File: src/rtl/exe_stage_pkg.sv
// Shared definitions for the execute stage: bus widths, alu_op bit indices,
// store_op bit indices, divider state encoding and bus layouts.
package exe_stage_pkg;

    localparam int DS2ES_BUS_LEN = 162;
    localparam int ES2MS_BUS_LEN = 77;
    localparam int DIV_CYCLES    = 32;

    // alu_op one-hot bit positions
    localparam int OP_ADD   = 0;
    localparam int OP_SUB   = 1;
    localparam int OP_SLT   = 2;
    localparam int OP_SLTU  = 3;
    localparam int OP_AND   = 4;
    localparam int OP_NOR   = 5;
    localparam int OP_OR    = 6;
    localparam int OP_XOR   = 7;
    localparam int OP_SLL   = 8;
    localparam int OP_SRL   = 9;
    localparam int OP_SRA   = 10;
    localparam int OP_LUI   = 11;
    localparam int OP_MUL   = 12;
    localparam int OP_MULH  = 13;
    localparam int OP_MULHU = 14;
    localparam int OP_DIV   = 15;
    localparam int OP_MOD   = 16;
    localparam int OP_DIVU  = 17;
    localparam int OP_MODU  = 18;

    // store_op one-hot bit positions
    localparam int ST_B = 0;
    localparam int ST_H = 1;
    localparam int ST_W = 2;

    typedef enum logic [1:0] {
        DIV_IDLE = 2'd0,
        DIV_BUSY = 2'd1,
        DIV_DONE = 2'd2
    } div_state_t;

    typedef struct packed {
        logic [31:0] pc;
        logic [31:0] src1;
        logic [31:0] src2;
        logic [18:0] alu_op;
        logic [4:0]  load_op;
        logic [2:0]  store_op;
        logic [31:0] rkd_value;
        logic        gr_we;
        logic [4:0]  dest;
        logic        mem_we;
    } ds2es_t;

    // Magnitude of v when treated as signed, v itself otherwise.
    function automatic logic [31:0] abs32(input logic [31:0] v, input logic sgn);
        return (sgn && v[31]) ? (~v + 32'd1) : v;
    endfunction

endpackage

File: src/rtl/exe_stage_if.sv
// Decode/execute/memory handshake, forwarding and data-SRAM signals.
// Handshake: a transfer happens on a rising clk edge when the producer's
// valid and the consumer's allowin are both high; the producer holds its
// bus stable while valid is high and allowin is low.
// slave = execute stage, master = surrounding pipeline.
// div_state is a debug view of the divider FSM.
interface exe_stage_if;
    import exe_stage_pkg::*;

    logic                     ds2es_valid;
    logic                     es_allowin;
    logic [DS2ES_BUS_LEN-1:0] ds2es_bus;
    logic                     ms_allowin;
    logic                     es2ms_valid;
    logic [ES2MS_BUS_LEN-1:0] es2ms_bus;
    logic                     exe_rf_we;
    logic [4:0]               exe_dest;
    logic [31:0]              alu_result;
    logic                     es_block;
    logic                     data_sram_en;
    logic [3:0]               data_sram_we;
    logic [31:0]              data_sram_addr;
    logic [31:0]              data_sram_wdata;
    div_state_t               div_state;

    modport slave (
        input  ds2es_valid, ds2es_bus, ms_allowin,
        output es_allowin, es2ms_valid, es2ms_bus, exe_rf_we, exe_dest,
               alu_result, es_block, data_sram_en, data_sram_we,
               data_sram_addr, data_sram_wdata, div_state
    );

    modport master (
        output ds2es_valid, ds2es_bus, ms_allowin,
        input  es_allowin, es2ms_valid, es2ms_bus, exe_rf_we, exe_dest,
               alu_result, es_block, data_sram_en, data_sram_we,
               data_sram_addr, data_sram_wdata, div_state
    );

endinterface

File: src/rtl/exe_divider.sv
// Iterative restoring divider, one quotient bit per cycle on magnitudes,
// sign fixups applied on the outputs.
// Optional macro EXE_DIV_ZERO_FAST_EN: a zero divisor finishes after one
// BUSY cycle with the same values the full iteration would produce.
module exe_divider
    import exe_stage_pkg::*;
(
    input  logic        clk,
    input  logic        reset,
    input  logic        start,
    input  logic        is_signed,
    input  logic [31:0] dividend,
    input  logic [31:0] divisor,
    input  logic        ack,
    output logic        done,
    output logic [31:0] quotient,
    output logic [31:0] remainder,
    output div_state_t  state
);

    div_state_t  state_nxt;
    logic [31:0] quo_r;
    logic [31:0] rem_r;
    logic [31:0] dvs_r;
    logic [5:0]  cnt_r;
    logic        q_neg_r;
    logic        r_neg_r;
    logic [32:0] shifted;
    logic        ge;
    logic        last_step;
`ifdef EXE_DIV_ZERO_FAST_EN
    logic        zero_r;
`endif

    // Trial subtraction for the current step and end-of-iteration detect
    always_comb begin
        shifted   = {rem_r, quo_r[31]};
        ge        = (shifted >= {1'b0, dvs_r});
        last_step = (cnt_r == 6'(DIV_CYCLES - 1));
`ifdef EXE_DIV_ZERO_FAST_EN
        if (zero_r) last_step = 1'b1;
`endif
    end

    // FSM state register; reset abandons any division in flight
    always_ff @(posedge clk or posedge reset) begin
        if (reset) state <= DIV_IDLE;
        else       state <= state_nxt;
    end

    // FSM next-state logic
    always_comb begin
        state_nxt = state;
        case (state)
            DIV_IDLE: if (start)     state_nxt = DIV_BUSY;
            DIV_BUSY: if (last_step) state_nxt = DIV_DONE;
            DIV_DONE: if (ack)       state_nxt = DIV_IDLE;
            default:                 state_nxt = DIV_IDLE;
        endcase
    end

    // FSM outputs: done flag and sign-corrected results
    always_comb begin
        done      = (state == DIV_DONE);
        quotient  = q_neg_r ? (~quo_r + 32'd1) : quo_r;
        remainder = r_neg_r ? (~rem_r + 32'd1) : rem_r;
    end

    // Operand capture on start, one restoring step per BUSY cycle
    always_ff @(posedge clk) begin
        if (state == DIV_IDLE && start) begin
            quo_r   <= abs32(dividend, is_signed);
            rem_r   <= '0;
            dvs_r   <= abs32(divisor, is_signed);
            cnt_r   <= '0;
            q_neg_r <= is_signed & (dividend[31] ^ divisor[31]);
            r_neg_r <= is_signed & dividend[31];
`ifdef EXE_DIV_ZERO_FAST_EN
            zero_r  <= (divisor == 32'd0);
`endif
        end else if (state == DIV_BUSY) begin
`ifdef EXE_DIV_ZERO_FAST_EN
            if (zero_r) begin
                rem_r <= quo_r;
                quo_r <= '1;
            end else
`endif
            begin
                rem_r <= ge ? 32'(shifted - {1'b0, dvs_r}) : shifted[31:0];
                quo_r <= {quo_r[30:0], ge};
                cnt_r <= cnt_r + 6'd1;
            end
        end
    end

endmodule

File: src/rtl/exe_stage.sv
// Execute stage: latches the decode bus, computes ALU / multiply / divide
// results, issues the data-SRAM request and reports forwarding info.
// Optional macro EXE_DIV_ZERO_FAST_EN (inside exe_divider) shortens
// divide-by-zero.
module exe_stage
    import exe_stage_pkg::*;
(
    input  logic       clk,
    input  logic       reset,
    exe_stage_if.slave io
);

    logic        es_valid;
    logic        es_ready_go;
    logic        es_allowin;
    ds2es_t      es_r;
    logic        div_op;
    logic        mul_op;
    logic        div_done;
    logic [31:0] div_q;
    logic [31:0] div_r;
    logic [31:0] sum;
    logic [31:0] alu_res;
    logic [63:0] mul_a;
    logic [63:0] mul_b;
    logic [63:0] prod;
    logic [31:0] result;
    logic [3:0]  strobe;
    logic [31:0] wdata;

    assign div_op      = |es_r.alu_op[OP_MODU:OP_DIV];
    assign mul_op      = |es_r.alu_op[OP_MULHU:OP_MUL];
    assign es_ready_go = ~div_op | div_done;
    assign es_allowin  = ~es_valid | (es_ready_go & io.ms_allowin);

    // Valid bit: refilled from decode whenever the stage may accept
    always_ff @(posedge clk or posedge reset) begin
        if (reset)           es_valid <= 1'b0;
        else if (es_allowin) es_valid <= io.ds2es_valid;
    end

    // Bus register: captured only on an accepted transfer
    always_ff @(posedge clk) begin
        if (io.ds2es_valid && es_allowin) es_r <= io.ds2es_bus;
    end

    exe_divider u_div (
        .clk       (clk),
        .reset     (reset),
        .start     (es_valid & div_op),
        .is_signed (es_r.alu_op[OP_DIV] | es_r.alu_op[OP_MOD]),
        .dividend  (es_r.src1),
        .divisor   (es_r.src2),
        .ack       (io.es2ms_valid & io.ms_allowin),
        .done      (div_done),
        .quotient  (div_q),
        .remainder (div_r),
        .state     (io.div_state)
    );

    assign sum   = es_r.src1 + es_r.src2;
    assign mul_a = {{32{(es_r.alu_op[OP_MUL] | es_r.alu_op[OP_MULH]) & es_r.src1[31]}}, es_r.src1};
    assign mul_b = {{32{(es_r.alu_op[OP_MUL] | es_r.alu_op[OP_MULH]) & es_r.src2[31]}}, es_r.src2};
    assign prod  = mul_a * mul_b;

    // One-hot ALU operation select
    always_comb begin
        alu_res = '0;
        case (1'b1)
            es_r.alu_op[OP_ADD]:  alu_res = sum;
            es_r.alu_op[OP_SUB]:  alu_res = es_r.src1 - es_r.src2;
            es_r.alu_op[OP_SLT]:  alu_res = {31'd0, $signed(es_r.src1) < $signed(es_r.src2)};
            es_r.alu_op[OP_SLTU]: alu_res = {31'd0, es_r.src1 < es_r.src2};
            es_r.alu_op[OP_AND]:  alu_res = es_r.src1 & es_r.src2;
            es_r.alu_op[OP_NOR]:  alu_res = ~(es_r.src1 | es_r.src2);
            es_r.alu_op[OP_OR]:   alu_res = es_r.src1 | es_r.src2;
            es_r.alu_op[OP_XOR]:  alu_res = es_r.src1 ^ es_r.src2;
            es_r.alu_op[OP_SLL]:  alu_res = es_r.src1 << es_r.src2[4:0];
            es_r.alu_op[OP_SRL]:  alu_res = es_r.src1 >> es_r.src2[4:0];
            es_r.alu_op[OP_SRA]:  alu_res = $unsigned($signed(es_r.src1) >>> es_r.src2[4:0]);
            es_r.alu_op[OP_LUI]:  alu_res = es_r.src2;
            default:              alu_res = '0;
        endcase
    end

    // Final result: divider, then multiplier, then ALU
    always_comb begin
        if (es_r.alu_op[OP_DIV] | es_r.alu_op[OP_DIVU])      result = div_q;
        else if (es_r.alu_op[OP_MOD] | es_r.alu_op[OP_MODU]) result = div_r;
        else if (es_r.alu_op[OP_MUL])                        result = prod[31:0];
        else if (mul_op)                                     result = prod[63:32];
        else                                                 result = alu_res;
    end

    // Store byte strobes and lane-replicated write data
    always_comb begin
        strobe = 4'b0000;
        wdata  = es_r.rkd_value;
        if (es_r.store_op[ST_B]) begin
            strobe = 4'b0001 << sum[1:0];
            wdata  = {4{es_r.rkd_value[7:0]}};
        end else if (es_r.store_op[ST_H]) begin
            strobe = 4'b0011 << {sum[1], 1'b0};
            wdata  = {2{es_r.rkd_value[15:0]}};
        end else if (es_r.store_op[ST_W]) begin
            strobe = 4'b1111;
        end
    end

    assign io.es_allowin      = es_allowin;
    assign io.es2ms_valid     = es_valid & es_ready_go;
    assign io.es2ms_bus       = es_valid ? {es_r.pc, result, es_r.load_op, es_r.gr_we,
                                            es_r.dest, sum[1:0]} : '0;
    assign io.exe_rf_we       = es_valid & es_r.gr_we;
    assign io.exe_dest        = es_valid ? es_r.dest : 5'd0;
    assign io.alu_result      = es_valid ? result : 32'd0;
    assign io.es_block        = es_valid & (|es_r.load_op | mul_op | (div_op & ~div_done));
    assign io.data_sram_en    = es_valid & (|es_r.load_op | es_r.mem_we) & io.ms_allowin;
    assign io.data_sram_we    = (es_valid & es_r.mem_we) ? strobe : 4'b0000;
    assign io.data_sram_addr  = es_valid ? sum : 32'd0;
    assign io.data_sram_wdata = es_valid ? wdata : 32'd0;

endmodule

File: src/flat_wrapper.sv
// flat-port wrapper written by rule: the top's interface ports become plain ports
module exe_stage_flat import exe_stage_pkg::*;
  (clk, reset, io_ds2es_valid, io_ds2es_bus, io_ms_allowin, io_es_allowin, io_es2ms_valid, io_es2ms_bus, io_exe_rf_we, io_exe_dest, io_alu_result, io_es_block, io_data_sram_en, io_data_sram_we, io_data_sram_addr, io_data_sram_wdata, io_div_state);
  exe_stage_if io_i ();
  input  logic clk;
  input  logic reset;
  input wire logic [$bits(io_i.ds2es_valid)-1:0] io_ds2es_valid;
  input wire logic [$bits(io_i.ds2es_bus)-1:0] io_ds2es_bus;
  input wire logic [$bits(io_i.ms_allowin)-1:0] io_ms_allowin;
  output wire logic [$bits(io_i.es_allowin)-1:0] io_es_allowin;
  output wire logic [$bits(io_i.es2ms_valid)-1:0] io_es2ms_valid;
  output wire logic [$bits(io_i.es2ms_bus)-1:0] io_es2ms_bus;
  output wire logic [$bits(io_i.exe_rf_we)-1:0] io_exe_rf_we;
  output wire logic [$bits(io_i.exe_dest)-1:0] io_exe_dest;
  output wire logic [$bits(io_i.alu_result)-1:0] io_alu_result;
  output wire logic [$bits(io_i.es_block)-1:0] io_es_block;
  output wire logic [$bits(io_i.data_sram_en)-1:0] io_data_sram_en;
  output wire logic [$bits(io_i.data_sram_we)-1:0] io_data_sram_we;
  output wire logic [$bits(io_i.data_sram_addr)-1:0] io_data_sram_addr;
  output wire logic [$bits(io_i.data_sram_wdata)-1:0] io_data_sram_wdata;
  output wire logic [$bits(io_i.div_state)-1:0] io_div_state;
  assign io_i.ds2es_valid = io_ds2es_valid;
  assign io_i.ds2es_bus = io_ds2es_bus;
  assign io_i.ms_allowin = io_ms_allowin;
  assign io_es_allowin = io_i.es_allowin;
  assign io_es2ms_valid = io_i.es2ms_valid;
  assign io_es2ms_bus = io_i.es2ms_bus;
  assign io_exe_rf_we = io_i.exe_rf_we;
  assign io_exe_dest = io_i.exe_dest;
  assign io_alu_result = io_i.alu_result;
  assign io_es_block = io_i.es_block;
  assign io_data_sram_en = io_i.data_sram_en;
  assign io_data_sram_we = io_i.data_sram_we;
  assign io_data_sram_addr = io_i.data_sram_addr;
  assign io_data_sram_wdata = io_i.data_sram_wdata;
  assign io_div_state = io_i.div_state;
  exe_stage u_core (.clk(clk), .reset(reset), .io(io_i));
endmodule
File: config.mk
export PLATFORM = sky130hd
export DESIGN_NAME = exe_stage_flat
export DESIGN_NICKNAME = d
export VERILOG_FILES = /design/src/rtl/exe_stage_pkg.sv /design/src/rtl/exe_stage_if.sv /design/src/rtl/exe_divider.sv /design/src/rtl/exe_stage.sv /design/src/flat_wrapper.sv
export SDC_FILE = /design/constraint.sdc
export NUM_CORES = 2
export LEC_CHECK = 0
export BUFFER_PORTS_ARGS = -buffer_cell sky130_fd_sc_hd__clkbuf_2
export CORE_MARGIN = 5
export CORE_UTILIZATION = 50
export DETAILED_ROUTE_END_ITERATION = 16
export PLACE_DENSITY = 0.71
export SLEW_MARGIN = 20
export SYNTH_ARGS = -nofsm -noshare
export SYNTH_HDL_FRONTEND = slang
export SYNTH_HIERARCHICAL = 1
export SYNTH_SLANG_ARGS = --single-unit
export TNS_END_PERCENT = 5
File: constraint.sdc
create_clock -name clk -period 13.3 [get_ports clk]
set_input_delay 2.66 -clock clk [delete_from_list [all_inputs] [get_ports clk]]
set_output_delay 2.66 -clock clk [all_outputs]
set_load 0.05 [all_outputs]
# == Word level (Yosys, flattened, before mapping) ==
# Index checks and enable logic that the tools add are counted.
# word_totals
wordCells,124
romBits,0
reg_bits,269
output_inout_bits,189
ramBits,0
in_bits,166
n_memories,0
latchBits,0
# classes
order_cmp,3
multipliers,1
div_mod_pow,0
n_bitwise,35
reduce_logical,10
n_shift,5
eq_ne,6
n_addsub,8
muxes,38
# ops
cell,n
$mux 32,28
$not 32->32,5
$add 32x1->32 const B,4
$mux 77,1
$lt 32x32->1,2
$mul 33x33->64,1
$sub 32x32->32,2
$ge 33x32->1,1
$add 32x32->32,1
$and 32x32->32,1
$or 32x32->32,1
$shl 32x5->32,1
$shr 32x5->32,1
$sshr 32x5->32,1
$xor 32x32->32,1
$mux 4,4
$and 1x1->1,14
$or 1x1->1,9
$add 6x1->6 const B,1
$eq 6x5->1 const B,1
$mux 2,3
$ne 2x2->1 const B,3
$pmux 2 s3,1
$mux 5,1
other kinds (13),18

# == Longest topological paths before layout ==
# logic_depth
ltp_word,17
depth_mapped,35
ltp_nobuf,29

# == Hierarchy ==
# The synthesis kept the hierarchy.
# modules_own_cells
mod,n_inst,area_each_um2,cells_each,seq_area_each_um2
exe_stage,1,55305.5,6401,4889.7
exe_divider,1,8371.8,1003,2792.7

# == Least setup slack after synthesis ==
# Ideal clock, no wire load.
# synth_timing
path_type,reg-to-output
startpoint,reg u_core/es_r[69] (netlist name)
endpoint,out io_es2ms_bus[20]
path_slack_ns,0.448
arrival_ns,10.192
path_buffers,8
required_time_ns,10.640
path_stages_with_launch,31
cell_sequence,edfxtp_1 clkbuf_1 clkbuf_1 buf_1 buf_2 clkbuf_1 clkbuf_1 nand2_1 fa_1 fa_1 inv_1 fa_1 fa_1 inv_1 fa_1 fa_1 fa_1 inv_1 fa_1 ha_1 clkbuf_1 a21oi_1 o21ai_0 or2_0 a311o_1 a21oi_1 o21a_1 o21ai_0 xnor2_1 o41ai_1 buf_4
# synth_via
elab_chain_cells,17
elab_cells_between_ends,22
cone_classes,add/sub (2); mul (1); shift (3); mux (16)
# synth_lines
item,line,text
start: declaration,exe_stage.sv:16,ds2es_t es_r;
start signal: assignment,exe_stage.sv:44,if (io.ds2es_valid && es_allowin) es_r <= io.ds2es_bus;
"parallel branches: the longest is 13 deep, another holds $mul 33x33->64",-,
$mux 32 (*),exe_stage.sv:90,else if (es_r.alu_op[OP_MUL]) result = prod[31:0];
$mux 32 (*),exe_stage.sv:89,else if (es_r.alu_op[OP_MOD] | es_r.alu_op[OP_MODU]) result = div_r;
$mux 32 (*),exe_stage.sv:88,if (es_r.alu_op[OP_DIV] | es_r.alu_op[OP_DIVU]) result = div_q;
$mux 77 (*),exe_stage.sv:112,"assign io.es2ms_bus = es_valid ? {es_r.pc, result, es_r.load_op, es_r.gr_we,"
end: declaration,flat_wrapper.sv:12,output wire logic [$bits(io_i.es2ms_bus)-1:0] io_es2ms_bus;
# Every way passes the cells marked *.

# == Final worst setup path ==
# layout_timing
startpoint,reg u_core/es_r[81] (netlist name)
endpoint,out io_es2ms_bus[40]
# layout_via
elab_chain_cells,8
elab_cells_between_ends,10
cone_classes,add/sub (2); mul (1); mux (7)
# layout_lines
item,line
"parallel branches: the longest is 4 deep, another holds $mul 33x33->64",-
$mux 32 (*),exe_stage.sv:90
$mux 32 (*),exe_stage.sv:89
$mux 32 (*),exe_stage.sv:88
$mux 77 (*),exe_stage.sv:112
# Marked as above.

==> key figures <==
Status
  – Status: complete, no violations

Detailed routing
  – # DRC: 0
  – Routed via count divided by cell count: 6.337
  – Antenna violation net count after detailed routing: 0
  – Count of TritonRoute iterations in the first routing pass: 6
  – Wire per inst: 33.77 um
  – Initial DRC count: 7934
  – Via Count: 59017
  – Final WL: 314500 um

Pwr
  – Leakage power of the design: 32.52 nW
  – Ratio of total power to cell area: 241.8 mW/mm^2
  – IR Drop Worst-Case VDD: 423.8 uV

Logic synthesis
  – Count of synthesis-stage warnings from yosys: 6
  – Compound-gate portion of the synthesized area: 12.03%
  – Fraction of synthesized cell area taken by the top area cell type: 35.46%
  – Distinct cell type count of the synthesized netlist: 110
  – Area contributors post-synth: fa_1, edfxtp_1, inv_1
  – Synth Area in Simple Gates: 14.80%
  – Mux cell area share after synthesis: 3.541%
  – Fraction of registers with async set or reset after synthesis: 1.115%
  – Synth Area in XOR/XNOR: 3.686%
  – Primary FF master, synth: edfxtp_1
  – Most instantiated library cell after synthesis: inv_1
  – Share of synthesized area occupied by flip-flops and latches: 12.06%
  – Dominant cell type by area after synthesis: fa_1
  – Post-synthesis instance area: 0.06368 sq mm
  – Main combinational cell family by area after synthesis: adder cells
  – Post-Synthesis Net Count: 9044
  – Average instance area after synthesis: 8.600 sq um
  – Post-Syn Instances: 7404
  – Cell types with the highest counts after synthesis: inv_1, fa_1, nand2_1
  – EDFF count, synth: 228
  – Number of storage elements in the synthesis netlist: 269
  – Arithmetic-cell share of the synthesized area counting full adders, half adders and majority gates: 42.26%

Cells and area
  – Count of filler cells inserted in the layout: 11682
  – Post-layout net count: 9249
  – Area growth from synthesis to layout: 8.968%
  – Layout cells sized above 1: 11.51%
  – Post-layout utilization of the core: 54.62%

Critical path
  – Required @ worst endpoint: 10.64 ns
  – Number of cell instances on the worst register-to-register path: 10
  – Worst Setup Path Type: reg -> out
  – Signal arrival time at the worst endpoint: 10.50 ns
  – Crit path top cell by count: fa_1
  – Capturing element type of the critical path: output pin
  – CP peak stage delay: 1.16 ns
  – Startpoint kind of the worst setup timing path: flip-flop
  – Library cell contributing the largest single delay on the critical path: edfxtp_1
  – Worst Path Max Fanout: 13

STA
  – Fin Clk Skew: 0.03387 ns
  – Final hold viol count: 0
  – Transition time of the tightest slew-check pin: 1.221 ns
  – Shortest period the worst path allows: 13.16 ns
  – Final setup fails: 0
  – Number of slew-limit violations in the final report: 0
  – Final TNS setup: 0 ns
  – Max-slew headroom: 18.60%
  – Max Fclk: 0.07598 GHz
  – Unrepaired setup endpoints after global routing: yes
  – Smallest setup slack after layout: 0.1394 ns
  – Final critical-path share of the clock period: 98.95%

Hold path
  – Worst hold-check path type: reg -> reg
  – Worst Hold Depth: 2

Placed design
  – Dpl hpwl: 253000 um
  – Placer congestion estimate: 1.122
  – IO buf count: 354
  – Post-Place Worst Slack: 0.4762 ns

Global route
  – Vias in the first global route: 59432
  – Remaining Overflow, GRT: 0
  – Wire length of the first global-routing pass: 441000 um
  – Number of antenna violations at the first check in global routing: 27
  – Largest net degree at the start of global routing: 105
  – GRT Util Overall: 45.97%

Floorplanning
  – Core Footprint: 0.1270 sq mm
  – Vertical die dimension: 366.9 um
  – Initial core utilization: 50.13%
  – Die X-Extent: 366.9 um
  – Die area: 0.1346 sq mm
  – Row cnt: 131
  – Top-level port count: 355

Clocking
  – Clock root buffer: clkbuf_16
  – Clock Pin Slew Worst Setup and Hold Paths: 0.06 ns
  – CTS Hold Buffers Added: 0
  – CTS tree: yes
  – Number of levels in the clock H-tree: 2
  – Max clock buf depth: 3
  – Sink Count: 269
  – Latest clock arrival within the worst-skew pair: 0.60 ns
  – Number of buffers added by the clock tree synthesis step: 35

Run
  – Max cap viols: 0
## where the power goes
| group | internal (mW) | switching (mW) |
|---|---|---|
| sequential | 1.10 | 0.216 |
| combinational | 4.63 | 9.84 |
| clock | 0.548 | 0.441 |
| total | 6.28 | 10.5 |
## state kept, by name, indices dropped and copies added (netlist names)
register	count
u_core/es_r	162
u_core/es_valid	1
u_core/u_div/r_neg_r	1
u_core/u_div/state	2
u_core/u_div/quo_r	32
u_core/u_div/dvs_r	32
u_core/u_div/cnt_r	6
u_core/u_div/q_neg_r	1
u_core/u_div/rem_r	32
## kinds of logic after synthesis
kind of cell | after synthesis
buffers and inverters | 1874
XOR/XNOR | 268
AO/OA/AOI/OAI | 1175
adder cells (fa/ha/maj) | 1474
flip-flops | 269
AND/OR/NAND/NOR | 2195
multiplexers | 149
## through the flow
step | instances | hold slack [ns] | power, mW | cell area (sq um)
after floorplan | 7404 | 0.4535 | 9.069 | 63680
final | 9313 | 0.4874 | 16.78 | 69390
after global placement | 9225 | 0.4662 | 15.16 | 68060
after detailed placement | 9229 | 0.4775 | 15.16 | 68140
after global routing | 9297 | 0.5165 | 17.35 | 69350
after CTS | 9292 | 0.4863 | 16.22 | 69280
## worst paths after layout
path,startpoint,endpoint,slack [ns]
min in group asynchronous,reset,u_core/es_valid$_DFFE_PP0N_,1.89
max,u_core/es_r[81]$_DFFE_PP_,io_es2ms_bus[40],0.14
min,u_core/u_div/cnt_r[1]$_SDFFE_PP0P_,u_core/u_div/cnt_r[1]$_SDFFE_PP0P_,0.49
min reg2reg,u_core/u_div/cnt_r[1]$_SDFFE_PP0P_,u_core/u_div/cnt_r[1]$_SDFFE_PP0P_,0.49
max reg2reg,u_core/es_r[100]$_DFFE_PP_,u_core/u_div/quo_r[29]$_DFFE_PP_,8.80
max in group asynchronous,reset,u_core/u_div/state[1]$_DFFE_PP0P_,11.24
## timing repair
| item | in CTS | in global routing |
|---|---|---|
| resized for setup | 1 | 0 |
| endpoints found under the hold margin | 0 | 0 |
| setup endpoints to repair | 4 | 10 |
| setup buffers | 0 | 4 |
## critical path: cells and delay by family, from the launching register on
kind	cells	cell delay, ns
flip-flops	1	1.16
adder cells (fa/ha/maj)	9	4.33
AO/OA/AOI/OAI	5	1.41
XOR/XNOR	1	0.12
buffers and inverters	9	1.80
AND/OR/NAND/NOR	4	1.08
## final cells by class
cell class	instances	area, sq um	area share [%]
diodes	16	40.04	0.05770
clock buffers	44	939.7	1.354
clock inverters	19	198.9	0.2867
inverters	1379	5177	7.462
multi-input cells	5261	48660	70.12
flip-flops and latches	269	7684	11.07
well taps	1662	2079	2.997
repair buffers	663	4612	6.647
## metal layers
layer | GRT usage [%] | wire length [um] | vias to the layer above
met3 | 13.80 | 38740 | 1021
met2 | 66.40 | 131500 | 4193
met1 | 58.56 | 114300 | 29866
met5 | 0.2493 | 41 | -
met4 | 33.68 | 29930 | 6
li1 | - | - | 23931
## layout by cell type (no fill, tap or decap), types with 25 or more instances in the layout
| cell | Yosys | final |
|---|---|---|
| nor3_1 | 85 | 84 |
| buf_4 | 53 | 291 |
| dfxtp_1 | 38 | 38 |
| nand2b_1 | 48 | 48 |
| nand4_1 | 28 | 28 |
| a21oi_1 | 360 | 360 |
| buf_12 | 0 | 32 |
| a211oi_1 | 45 | 45 |
| xnor2_1 | 192 | 192 |
| o221ai_1 | 28 | 28 |
| o31ai_1 | 51 | 51 |
| inv_1 | 1351 | 1349 |
| nor2_1 | 560 | 554 |
| mux2i_1 | 70 | 70 |
| nand3_1 | 88 | 88 |
| nand2_1 | 1120 | 1120 |
| and2_1 | 96 | 95 |
| clkbuf_16 | 0 | 35 |
| o21ai_0 | 251 | 250 |
| o211ai_1 | 37 | 37 |
| xor2_1 | 76 | 76 |
| clkbuf_2 | 0 | 334 |
| a21o_1 | 51 | 51 |
| nor2b_1 | 35 | 34 |
| a31oi_1 | 53 | 53 |
| mux4_2 | 57 | 57 |
| ha_1 | 346 | 346 |
| fa_1 | 1128 | 1128 |
| edfxtp_1 | 228 | 228 |
| a221oi_1 | 25 | 25 |
Note: power is estimated with default switching activity, not from simulation.
